<file path="config.mk">
export PLATFORM = sky130hd
export DESIGN_NAME = multicycle_control
export DESIGN_NICKNAME = d
export VERILOG_FILES = /design/src/rtl/mips_defs.sv /design/src/rtl/inst_decode.sv /design/src/rtl/multicycle_control.sv
export SDC_FILE = /design/constraint.sdc
export NUM_CORES = 1
export LEC_CHECK = 0
export BUFFER_PORTS_ARGS = -buffer_cell sky130_fd_sc_hd__buf_2
export CAP_MARGIN = 20
export CORE_MARGIN = 2
export CORE_UTILIZATION = 40
export CTS_CLUSTER_SIZE = 14
export DETAILED_ROUTE_END_ITERATION = 16
export SYNTH_ARGS = -nofsm -noshare
export SYNTH_HDL_FRONTEND = slang
export SYNTH_HIERARCHICAL = 1
export SYNTH_SLANG_ARGS = --single-unit
export TNS_END_PERCENT = 10
</file>
<file path="constraint.sdc">
create_clock -name clk -period 4 [get_ports clk]
set_clock_uncertainty 0.15 [all_clocks]
set_input_delay 0.8 -clock clk [delete_from_list [all_inputs] [get_ports clk]]
set_output_delay 0.8 -clock clk [all_outputs]
set_load 0.05 [all_outputs]
</file>
<file path="src/rtl/mips_defs.sv">
// Shared encodings for the multicycle MIPS control path.
package mips_defs;

    localparam int unsigned OP_W      = 6;
    localparam int unsigned FUNCT_W   = 6;
    localparam int unsigned ALUOP_W   = 4;
    localparam int unsigned STATE_W   = 3;
    localparam int unsigned PCSRC_W   = 2;
    localparam int unsigned INSTRET_W = 32;

    // Opcode field values
    localparam logic [OP_W-1:0] OP_RTYPE = 6'b000000;
    localparam logic [OP_W-1:0] OP_BLTZ  = 6'b000001;
    localparam logic [OP_W-1:0] OP_J     = 6'b000010;
    localparam logic [OP_W-1:0] OP_BEQ   = 6'b000100;
    localparam logic [OP_W-1:0] OP_BNE   = 6'b000101;
    localparam logic [OP_W-1:0] OP_ADDI  = 6'b001000;
    localparam logic [OP_W-1:0] OP_SLTI  = 6'b001010;
    localparam logic [OP_W-1:0] OP_ANDI  = 6'b001100;
    localparam logic [OP_W-1:0] OP_ORI   = 6'b001101;
    localparam logic [OP_W-1:0] OP_LW    = 6'b100011;
    localparam logic [OP_W-1:0] OP_SW    = 6'b101011;
    localparam logic [OP_W-1:0] OP_HALT  = 6'b111111;

    // R-type funct field values
    localparam logic [FUNCT_W-1:0] F_SLL = 6'b000000;
    localparam logic [FUNCT_W-1:0] F_ADD = 6'b100000;
    localparam logic [FUNCT_W-1:0] F_SUB = 6'b100010;
    localparam logic [FUNCT_W-1:0] F_AND = 6'b100100;
    localparam logic [FUNCT_W-1:0] F_OR  = 6'b100101;
    localparam logic [FUNCT_W-1:0] F_SLT = 6'b101010;

    // Next-PC source select
    localparam logic [PCSRC_W-1:0] PCSRC_SEQ = 2'b00;
    localparam logic [PCSRC_W-1:0] PCSRC_BR  = 2'b01;
    localparam logic [PCSRC_W-1:0] PCSRC_JMP = 2'b10;

    typedef enum logic [ALUOP_W-1:0] {
        ALU_ADD = 4'd0,
        ALU_SUB = 4'd1,
        ALU_AND = 4'd2,
        ALU_OR  = 4'd3,
        ALU_SLL = 4'd4,
        ALU_SLT = 4'd5
    } alu_op_e;

    // Codes 6 and 7 are unused and recover to S_HALT
    typedef enum logic [STATE_W-1:0] {
        S_IF   = 3'd0,
        S_ID   = 3'd1,
        S_EXE  = 3'd2,
        S_MEM  = 3'd3,
        S_WB   = 3'd4,
        S_HALT = 3'd5
    } state_e;

    typedef enum logic [3:0] {
        IC_RTYPE,
        IC_IALU,
        IC_LW,
        IC_SW,
        IC_BEQ,
        IC_BNE,
        IC_BLTZ,
        IC_J,
        IC_HALT,
        IC_ILLEGAL
    } inst_class_e;

    // Datapath controls fixed for the whole instruction once decoded
    typedef struct packed {
        alu_op_e alu_op;
        logic    alu_src_a;
        logic    alu_src_b;
        logic    ext_sel;
        logic    reg_dst;
    } dec_ctrl_t;

endpackage

</file>
<file path="src/rtl/inst_decode.sv">
// Combinational opcode/funct decoder: instruction class plus static datapath controls.
module inst_decode
    import mips_defs::*;
(
    input  logic [OP_W-1:0]    op,
    input  logic [FUNCT_W-1:0] funct,
    output inst_class_e        iclass,
    output dec_ctrl_t          ctrl
);

    // Classify the instruction and derive its ALU operation and operand selects
    always_comb begin
        iclass         = IC_ILLEGAL;
        ctrl.alu_op    = ALU_ADD;
        ctrl.alu_src_a = 1'b0;
        ctrl.alu_src_b = 1'b0;
        ctrl.ext_sel   = 1'b1;
        ctrl.reg_dst   = 1'b0;
        case (op)
            OP_RTYPE: begin
                iclass       = IC_RTYPE;
                ctrl.reg_dst = 1'b1;
                case (funct)
                    F_ADD: ctrl.alu_op = ALU_ADD;
                    F_SUB: ctrl.alu_op = ALU_SUB;
                    F_AND: ctrl.alu_op = ALU_AND;
                    F_OR:  ctrl.alu_op = ALU_OR;
                    F_SLT: ctrl.alu_op = ALU_SLT;
                    F_SLL: begin
                        ctrl.alu_op    = ALU_SLL;
                        ctrl.alu_src_a = 1'b1;
                    end
                    default: begin
                        iclass       = IC_ILLEGAL;
                        ctrl.reg_dst = 1'b0;
                    end
                endcase
            end
            OP_ADDI: begin
                iclass         = IC_IALU;
                ctrl.alu_src_b = 1'b1;
            end
            OP_ANDI: begin
                iclass         = IC_IALU;
                ctrl.alu_op    = ALU_AND;
                ctrl.alu_src_b = 1'b1;
                ctrl.ext_sel   = 1'b0;
            end
            OP_ORI: begin
                iclass         = IC_IALU;
                ctrl.alu_op    = ALU_OR;
                ctrl.alu_src_b = 1'b1;
                ctrl.ext_sel   = 1'b0;
            end
            OP_SLTI: begin
                iclass         = IC_IALU;
                ctrl.alu_op    = ALU_SLT;
                ctrl.alu_src_b = 1'b1;
            end
            OP_LW: begin
                iclass         = IC_LW;
                ctrl.alu_src_b = 1'b1;
            end
            OP_SW: begin
                iclass         = IC_SW;
                ctrl.alu_src_b = 1'b1;
            end
            OP_BEQ: begin
                iclass      = IC_BEQ;
                ctrl.alu_op = ALU_SUB;
            end
            OP_BNE: begin
                iclass      = IC_BNE;
                ctrl.alu_op = ALU_SUB;
            end
            OP_BLTZ: begin
                iclass      = IC_BLTZ;
                ctrl.alu_op = ALU_SUB;
            end
            OP_J:    iclass = IC_J;
            OP_HALT: iclass = IC_HALT;
            default: iclass = IC_ILLEGAL;
        endcase
    end

endmodule

</file>
<file path="src/rtl/multicycle_control.sv">
// Multicycle MIPS control FSM with sticky stop flags and retired-instruction counter.
module multicycle_control
    import mips_defs::*;
(
    input  logic                 clk,
    input  logic                 rst,
    input  logic [OP_W-1:0]      op,
    input  logic [FUNCT_W-1:0]   funct,
    input  logic                 zero,
    input  logic                 sign,
    output logic                 PCWrite,
    output logic                 IRWrite,
    output logic                 Regwrite,
    output logic                 mWR,
    output logic                 ALUsrcA,
    output logic                 ALUsrcB,
    output logic                 RegDst,
    output logic                 ExtSel,
    output logic                 datasrc,
    output logic [PCSRC_W-1:0]   pcsrc,
    output logic [ALUOP_W-1:0]   ALUop,
    output logic [STATE_W-1:0]   state,
    output logic                 halt,
    output logic                 illegal,
    output logic [INSTRET_W-1:0] instret
);

    state_e                 state_q;
    state_e                 state_n;
    inst_class_e            iclass;
    dec_ctrl_t              ctrl;
    logic                   halt_q;
    logic                   illegal_q;
    logic [INSTRET_W-1:0]   instret_q;
    logic                   pc_write;
    logic                   ir_write;
    logic                   reg_write;
    logic                   m_wr;
    logic                   reg_dst;
    logic                   data_src;
    logic                   sel_en;
    logic                   set_halt;
    logic                   set_illegal;
    logic [PCSRC_W-1:0]     pc_src;

    inst_decode u_decode (
        .op     (op),
        .funct  (funct),
        .iclass (iclass),
        .ctrl   (ctrl)
    );

    // State, sticky flags and retire counter
    always_ff @(posedge clk or negedge rst) begin
        if (!rst) begin
            state_q   <= S_IF;
            halt_q    <= 1'b0;
            illegal_q <= 1'b0;
            instret_q <= '0;
        end else begin
            state_q <= state_n;
            if (set_halt)    halt_q    <= 1'b1;
            if (set_illegal) illegal_q <= 1'b1;
            if (pc_write)    instret_q <= instret_q + INSTRET_W'(1);
        end
    end

    // Next-state and per-state enables; PC is written only in an instruction's last state
    always_comb begin
        state_n     = state_q;
        pc_write    = 1'b0;
        ir_write    = 1'b0;
        reg_write   = 1'b0;
        m_wr        = 1'b0;
        reg_dst     = 1'b0;
        data_src    = 1'b0;
        sel_en      = 1'b0;
        set_halt    = 1'b0;
        set_illegal = 1'b0;
        pc_src      = PCSRC_SEQ;
        case (state_q)
            S_IF: begin
                ir_write = 1'b1;
                state_n  = S_ID;
            end
            S_ID: begin
                sel_en = 1'b1;
                case (iclass)
                    IC_J: begin
                        pc_write = 1'b1;
                        pc_src   = PCSRC_JMP;
                        state_n  = S_IF;
                    end
                    IC_HALT: begin
                        set_halt = 1'b1;
                        state_n  = S_HALT;
                    end
                    IC_ILLEGAL: begin
                        set_illegal = 1'b1;
                        state_n     = S_HALT;
                    end
                    default: state_n = S_EXE;
                endcase
            end
            S_EXE: begin
                sel_en = 1'b1;
                case (iclass)
                    IC_LW, IC_SW:     state_n = S_MEM;
                    IC_RTYPE, IC_IALU: state_n = S_WB;
                    IC_BEQ, IC_BNE, IC_BLTZ: begin
                        pc_write = 1'b1;
                        state_n  = S_IF;
                        if ((iclass == IC_BEQ  &&  zero) ||
                            (iclass == IC_BNE  && !zero) ||
                            (iclass == IC_BLTZ &&  sign))
                            pc_src = PCSRC_BR;
                    end
                    default: state_n = S_HALT;
                endcase
            end
            S_MEM: begin
                sel_en = 1'b1;
                case (iclass)
                    IC_LW: state_n = S_WB;
                    IC_SW: begin
                        m_wr     = 1'b1;
                        pc_write = 1'b1;
                        state_n  = S_IF;
                    end
                    default: state_n = S_HALT;
                endcase
            end
            S_WB: begin
                sel_en    = 1'b1;
                reg_write = 1'b1;
                pc_write  = 1'b1;
                reg_dst   = ctrl.reg_dst;
                data_src  = (iclass == IC_LW);
                state_n   = S_IF;
            end
            S_HALT:  state_n = S_HALT;
            default: state_n = S_HALT;
        endcase
    end

    // Reset gates every control output so nothing is written while rst is low
    assign PCWrite  = rst & pc_write;
    assign IRWrite  = rst & ir_write;
    assign Regwrite = rst & reg_write;
    assign mWR      = rst & m_wr;
    assign RegDst   = rst & reg_dst;
    assign datasrc  = rst & data_src;
    assign pcsrc    = rst ? pc_src : PCSRC_SEQ;
    assign ALUop    = (rst && sel_en) ? ctrl.alu_op : ALU_ADD;
    assign ALUsrcA  = rst & sel_en & ctrl.alu_src_a;
    assign ALUsrcB  = rst & sel_en & ctrl.alu_src_b;
    assign ExtSel   = rst & sel_en & ctrl.ext_sel;
    assign state    = state_q;
    assign halt     = halt_q;
    assign illegal  = illegal_q;
    assign instret  = instret_q;

endmodule

</file>
Word-level counts from Yosys, hierarchy flattened
Cells that the tools add are included.

Register bits: 37. Bits of input ports: 16. Output and inout bits: 52. Logic and storage cells: 99.

Add/subtract/negate cells: 1. Eq/ne operators: 29. Multiplexer cells: 34. Bitwise logic cells: 10. Reduce and logical (&&, ||, !) cells: 21.

Operators with widths (count): 6-bit equality test (second input constant) (8); 3-bit case mux with 5 select lines (3); 4-bit case mux with 9 select lines (1); 32-bit by 1-bit adder with 32-bit output (second input constant) (1); 6-bit by 4-bit equality test with 1-bit output (second input constant) (4); 1-bit 2-to-1 mux (21); 4-bit by 3-bit equality test with 1-bit output (second input constant) (4); 6-bit by 3-bit equality test with 1-bit output (second input constant) (2); 6-bit zero test (2); 3-bit case mux with 2 select lines (2); 6-bit OR reduction (2); 1-bit bitwise AND (10); 3-bit case mux with 3 select lines (1); 4-bit by 2-bit equality test with 1-bit output (second input constant) (2); 4-bit equality test (second input constant) (2); 4-bit 2-to-1 mux (2); 2-bit OR reduction (4); 4-bit OR reduction (2); 3-bit by 2-bit equality test with 1-bit output (second input constant) (2); 6-bit by 1-bit equality test with 1-bit output (second input constant) (1); 6-bit by 2-bit equality test with 1-bit output (second input constant) (1); 3-bit OR reduction (2); 4-bit by 1-bit equality test with 1-bit output (second input constant) (1); 1-bit logical AND (4); other kinds (9) (11).

Logic depth before layout (Yosys ltp)
Gate-level depths: netlist of run 1.

Depth in word-level cells: 12. Gate-level depth with buffers: 12. Mapped depth without buffers: 9.

Modules after synthesis
The synthesis of run 1 kept the hierarchy.

Modules (own cells, without submodules): multicycle_control (instances 1, cells an instance 194, area each 1980.6 um^2, seq. area each 925.9 um^2); inst_decode (instances 1, cells an instance 62, area each 370.4 um^2, seq. area each 0.0 um^2).

Worst setup path before layout of run 1
No wires, ideal clock.

Path kind: in2out. Start point: input port op[4]. End point: output port mWR. Arrival: 3584 ps. Required time: 3050 ps. Setup slack: -534 ps. Stages on the path: 6. Buffers on the path: 1. Cell sequence: clkbuf_1 nor3_1 nand3b_1 o221ai_1 nand2_1 nor4_1.

Longest elaborated chain between the ends: 7. Elaborated cells between the ends (all ways): 18. Classes of those cells: 12 x eq/ne; 3 x mux; 1 x bitwise; 2 x reduce/logical.

RTL lines: start, declared (line multicycle_control.sv:7) `input logic [OP_W-1:0] op,`; 6-bit by 4-bit equality test with 1-bit output (line inst_decode.sv:19) `case (op)`; 4-bit OR reduction (no line); 4-bit case mux with 9 select lines * (line inst_decode.sv:19); via iclass[0] (line multicycle_control.sv:30) `inst_class_e iclass;`; 4-bit by 2-bit equality test with 1-bit output * (line multicycle_control.sv:123) `case (iclass)`; 1-bit 2-to-1 mux * (line multicycle_control.sv:123); 1-bit 2-to-1 mux * (line multicycle_control.sv:81) `case (state_q)`; 1-bit bitwise AND * (line multicycle_control.sv:150) `assign mWR = rst & m_wr;`; end, declared (line multicycle_control.sv:14) `output logic mWR,`.

The timed path passes the listed nets; every way through them passes the cells marked *.

Final worst setup path of run 1
Start point: input port funct[1]. End point: output port PCWrite.

Longest elaborated chain between the ends: 9. Elaborated cells between the ends (all ways): 20. Classes of those cells: 10 x eq/ne; 6 x mux; 1 x bitwise; 3 x reduce/logical.

RTL lines: start, declared (line multicycle_control.sv:8) `input logic [FUNCT_W-1:0] funct,`; 6-bit equality test or 6-bit zero test (tied branches) (line inst_decode.sv:23) `case (funct)`; 6-bit OR reduction (no line) *; 4-bit 2-to-1 mux * (line inst_decode.sv:23); 4-bit case mux with 9 select lines * (line inst_decode.sv:19); via iclass[3] (line multicycle_control.sv:30); 4-bit by 3-bit equality test with 1-bit output (line multicycle_control.sv:107) `case (iclass)`; 3-bit OR reduction (line multicycle_control.sv:107); 1-bit 2-to-1 mux (line multicycle_control.sv:107); 1-bit case mux with 4 select lines * (line multicycle_control.sv:81); 1-bit bitwise AND * (line multicycle_control.sv:147) `assign PCWrite = rst & pc_write;`; end, declared (line multicycle_control.sv:11) `output logic PCWrite,`.

Marked as above.

==> results_dict.tcl, run 1 <==
set metrics [dict create \
    run_status "completed" \
    net_switching_fraction_of_the_power 0.447 \
    worst-slew-pin-transition_ns 0.610 \
    worst-setup-path-type "in2out" \
    postSynthNetCount 273 \
    post_cts.resized_instances 0 \
    finalHoldWorstSlack_ns 0.282 \
    clkPwrFrac 0.200 \
    dpl_cell_area_um2 2790 \
    power.sequential.fraction 0.399 \
    seq_area_frac_synth 0.394 \
    wl_met1_um 2710 \
    internal_power_uw 655 \
    top_layer "met4" \
    wl_um 5550 \
    ys_async_sr_fraction 1.00 \
    crit_path_max_fanout 6 \
    post-cts-setup-buffer-count 0 \
    setup-tns-final_ns 0 \
    clk_pin_slew_worst_paths_ns 0.07 \
    detailroute.via_count 2154 \
    core_um2 5610 \
    synth.cell_area_um2 2350 \
    critPathCaptureType "output pin" \
    gp_congestion 0.885 \
    io_buffers 66 \
    floorplan.die_area_um2 6510 \
    htree_num_levels 2 \
    combinationalPowerShare 0.401 \
    detailedRoute.firstPassIterationCount 4 \
    grt_pass1_vias 2005 \
    clkLatencyLatePin_ns 0.29 \
    areaGrowthSynthToFinish_pct 21.7 \
    placementRows 27 \
    grt_setup_unrepaired "no" \
    placement_setup_slack_ns 0.208 \
    number_of_antenna_repair_diodes 0 \
    ys_top_cells_by_area "dfrtp_1 39%, xnor2_1 10%, nand3_1 5.1%, nand4_1 4.5%, and2_1 3.2%" \
    synthCells 256 \
    layout-drive-gt1-share 0.286 \
    drt-vias-per-instance 5.43 \
    ctsLongestPathBuffers 2 \
    layout_common_cells "66 x buf_2, 37 x dfrtp_1, 28 x xnor2_1" \
    synth-edff-count 0 \
    power.net_switching_uw 531 \
    fraction_of_post_synthesis_cell_area_in_the_top_cell_type_by_area 0.394 \
    worst_slew_margin_rel 0.590 \
    top_level_ports 68 \
    cell_pwr_density_nw_per_um2 414 \
    wl_met2_um 2490 \
    grt_first_pass_wirelength_um 9320 \
    net_count_of_the_finished_layout 343 \
    drt-wirelength-per-cell_um 14.0 \
    ys_dominant_reg_cell "dfrtp_1" \
    globalRouteTotalUtil 0.182 \
    die_width_um 80.7 \
    max_freq_mhz 266 \
    postSynthRegisterBits 37 \
    cts.sink_count 37 \
    synth-warning-count 6 \
    cts_tree "yes" \
    number_of_buffers_inserted_by_hold_repair_at_cts 0 \
    post-route-period-util 0.938 \
    n_fill_cell 568 \
    antenna_found_initial 0 \
    cap_viol_max_count 0 \
    final_max_tran_viols 0 \
    syn-mean-instance-area_um2 9.18 \
    synth_cell_types 52 \
    detail_route.drc_violations 0 \
    cts_inserted_buffers 5 \
    netlist.top_cell.by_area "dfrtp_1" \
    worst_ep_required_time_ns 3.05 \
    initial_core_utilization 0.419 \
    floorplan.die.height_um 80.7 \
    place.detailed.hpwl_um 4070 \
    grt_remaining_overflow 0 \
    crit_path_dat_ns 2.80 \
    irDropWorstVdd_mv 0.411 \
    timing.final.crit_period_ns 3.75 \
    clock-root-buffer "clkbuf_8" \
    start_kind "input pin" \
    detail-route-antenna-nets 0 \
    finish.instance_area_um2 2860 \
    final-hold-violation-count 0 \
    wl_met3_um 309 \
    final_common_cell "buf_2" \
    finalSetupViolations 0 \
    postLayoutSetupSlackWorst_ns 0.246 \
    detailedRoute.firstIterationViolations 85 \
    holdCritPathClass "in2async" \
    grt_max_degree 26 \
    p_leak_nw 1.35 \
]
-- metal layers --
layer,up-vias,global-route usage
met2,60,0.285
met1,1019,0.254
met4,0,0.0458
met5,-,0
li1,1070,-
met3,5,0.0427
-- path summary, 6_finish.rpt --
kind / cells past startpoint / end / slack (ns) / startpoint
worst max-delay path: 9 / PCWrite / 0.25 / funct[1]
worst min-delay path: 1 / instret[27] / 0.28 / rst
worst min register to register: 1 / illegal / 0.32 / illegal
min in group clk: 1 / illegal / 0.32 / illegal
worst max register to register: 7 / instret[29] / 1.70 / state[1]
max in group asynchronous: 2 / instret[8] / 2.75 / rst
-- final cells by class --
cell class,count,area [um^2],area share
clock buffers,5,68.8,0.0240
clock inverters,1,5.00,0.00175
inverters,6,22.5,0.00787
multi-input cells,199,1340,0.467
flip-flops and latches,37,926,0.324
well taps,72,90.1,0.0315
repair buffers,77,413,0.144
-- cells in the mapped netlist, drive strengths merged (4+ instances only) --
cell type and n:
o21ai 5, nor3 4, xnor2 28, nor4 7, buf 10, xor2 5
a21oi 9, nand2 10, inv 6, clkbuf 4, nand4 17, nor2 20
and2 12, and3 11, nand3 24, dfrtp 37
-- critical path: stages --
cell	delay, ns
buf_2	0.12
or3_2	0.50
o22ai_1	0.21
o211ai_1	0.16
nor4b_2	0.36
a32oi_2	0.16
nand2_1	0.09
and2_1	0.13
buf_2	0.26
-- cells by family (layout without fill, tap and decap cells) --
family	count (synthesis)	in the layout	share of synthesized area
flip-flops	37	37	0.394
AO/OA/AOI/OAI	33	33	0.107
other	1	1	0.00160
adder cells (fa/ha/maj)	1	1	0.00532
multiplexers	3	3	0.0133
buffers and inverters	20	89	0.0404
XOR/XNOR	33	33	0.123
AND/OR/NAND/NOR	128	128	0.316
-- through the flow --
stage | util | cells | power (mW)
floorplan | - | 256 | 0.831
global placement | 0.497 | 391 | 0.955
detailed placement | 0.497 | 391 | 0.956
CTS | 0.510 | 397 | 1.20
global route | 0.510 | 397 | 1.25
finish | 0.510 | 397 | 1.19
-- flip-flops by register name (all words and copies together) (netlist names) --
signal,count
halt,1
illegal,1
instret,32
state,3
-- power groups by stage --
stage | sequential (mW) | combinational [mW] | clock, mW
floorplan | 0.589 | 0.242 | 0
global placement | 0.481 | 0.474 | 0
detailed placement | 0.479 | 0.478 | 0
CTS | 0.472 | 0.479 | 0.246
global route | 0.482 | 0.511 | 0.262
finish | 0.473 | 0.475 | 0.238
Note: power is estimated with default switching activity, not from simulation.
==> run 2: changes to the inputs <==
Settings changed: GPL_TIMING_DRIVEN from default to 0.
==> run 2 against run 1 <==
  * Setup slack got worse by 0.10 ns
  * Flip-flop and latch count unchanged
  * Largest cell class unchanged
  * Count of clock-buffer cells in the layout increased by 2
  * Critical path depth up 1
==> results_dict.tcl, run 2 (synthesized netlist as in run 1, its figures left out) <==
set metrics [dict create \
    cp_common_cell "buf_2" \
    layout-drive-gt1-share 0.318 \
    cell_pwr_density_nw_per_um2 436 \
    power.sequential.fraction 0.352 \
    max_freq_mhz 259 \
    antenna_found_initial 0 \
    grt_first_pass_wirelength_um 9870 \
    detailroute.via_count 2205 \
    worst-slew-pin-transition_ns 0.947 \
    globalRouteTotalUtil 0.191 \
    floorplan.die.height_um 80.7 \
    run_status "completed" \
    core_um2 5610 \
    cts.sink_count 37 \
    grt_max_degree 44 \
    areaGrowthSynthToFinish_pct 27.5 \
    critical_path.n_buffers_inverters 3 \
    grt_use_met3 0.0427 \
    drt-vias-per-instance 5.44 \
    gr-usage-met1 0.259 \
    htree_num_levels 2 \
    postLayoutSetupSlackWorst_ns 0.145 \
    number_of_antenna_repair_diodes 0 \
    net_count_of_the_finished_layout 349 \
    number_of_buffers_inserted_by_hold_repair_at_cts 0 \
    start_kind "input pin" \
    grt_most_used_layer "met2" \
    layout_common_cells "69 x buf_2, 37 x dfrtp_1, 28 x xnor2_1" \
    ctsLongestPathBuffers 2 \
    combinationalPowerShare 0.394 \
    final_common_cell "buf_2" \
    clk_pin_slew_worst_paths_ns 0.07 \
    io_buffers 64 \
    detail-route-antenna-nets 0 \
    critPathCaptureType "output pin" \
    cp_top_family "simple AND/OR/NAND/NOR gates" \
    clock-root-buffer "clkbuf_8" \
    place.detailed.hpwl_um 4110 \
    worst-setup-path-type "in2out" \
    fin_util 0.535 \
    drt-wirelength-per-cell_um 14.2 \
    internal_power_uw 760 \
    largest_reg_flops 32 \
    irDropWorstVdd_mv 0.294 \
    clkPwrFrac 0.254 \
    detailedRoute.firstIterationViolations 116 \
    gp_congestion 0.828 \
    final_max_tran_viols 0 \
    wl_um 5750 \
    initial_core_utilization 0.419 \
    floorplan.die_area_um2 6510 \
    top_level_ports 68 \
    final-hold-violation-count 0 \
    grt_setup_unrepaired "no" \
    post-route-period-util 0.964 \
    detail_route.drc_violations 0 \
    clkLatencyLatePin_ns 0.29 \
    crit_path_max_fanout 6 \
    crit_path_cell_trace "buf_2 -> or3_2 -> o22ai_2 -> o211ai_1 -> buf_4 -> nor4b_4 -> a32oi_4 -> nand2_4 -> and2_1 -> buf_2" \
    finalSetupViolations 0 \
    holdCritPathClass "reg2reg" \
    cts_tree "yes" \
    gr-usage-met2 0.310 \
    placementRows 27 \
    crit_path_dat_ns 2.91 \
    detailedRoute.firstPassIterationCount 4 \
    timing.final.crit_period_ns 3.86 \
    grt_pass1_vias 2101 \
    cap_viol_max_count 0 \
    worst_slew_margin_rel 0.369 \
    p_leak_nw 1.40 \
    placement_setup_slack_ns -0.651 \
    grt_remaining_overflow 0 \
    power.net_switching_uw 548 \
    timing.critical_path.slowest_cell_delay_ns 0.52 \
    cts_inserted_buffers 5 \
    worst_ep_required_time_ns 3.05 \
    crit_path_top_delay_cell "or3_2" \
    net_switching_fraction_of_the_power 0.419 \
    die_width_um 80.7 \
]
## run 2: worst paths after layout
path / slack [ns] / cells after the start / to / startpoint
max reg2reg: 1.51 / 6 / instret[25] / state[2]
max: 0.14 / 10 / PCWrite / funct[1]
min: 0.32 / 1 / halt / halt
max in group asynchronous: 2.60 / 1 / instret[8] / rst
min in group asynchronous: 0.51 / 1 / instret[0] / rst
min reg2reg: 0.32 / 1 / halt / halt
## run 2: final cells by class
class	instances	area, um^2
plain buffers	13	72.6
fillers	563	2610
multi-input cells	199	1410
repair buffers	70	365
well taps	72	90.1
clock inverters	1	30.0
clock buffers	7	86.3
flip-flops and latches	37	926
inverters	6	22.5
## run 2: power by group through the flow
stage	registers (mW)	logic [mW]	clock network, mW
2_1_floorplan	0.589	0.242	0
3_3_place_gp	0.465	0.494	0
3_5_place_dp	0.464	0.500	0
4_1_cts	0.461	0.516	0.341
5_1_grt	0.470	0.556	0.361
6_report	0.460	0.515	0.333
## run 2: per-layer routing
| layer | part of all wire | routed length, um |
|---|---|---|
| met5 | 0 | 0 |
| met4 | 0.0096 | 55 |
| met3 | 0.057 | 325 |
| met2 | 0.47 | 2720 |
| met1 | 0.46 | 2650 |
## run 2: timing repair
item | CTS | global route
setup buffers | 6 | 0
hold endpoints to repair | 0 | 0
endpoints found under the setup margin | 2 | 1
pin swaps | 4 | 0
gates resized for setup | 11 | 5
## run 2: through the flow
step	hold WS [ns]	total power, mW	instance area, um^2	setup TNS (ns)	cells
4_1_cts	0.322	1.32	2970	0	405
2_1_floorplan	0.354	0.831	2360	-0.0223	256
5_1_grt	0.340	1.39	3000	0	405
3_5_place_dp	0.308	0.964	2770	-0.661	392
3_3_place_gp	0.300	0.960	2770	-0.700	392
6_report	0.322	1.31	3000	0	405
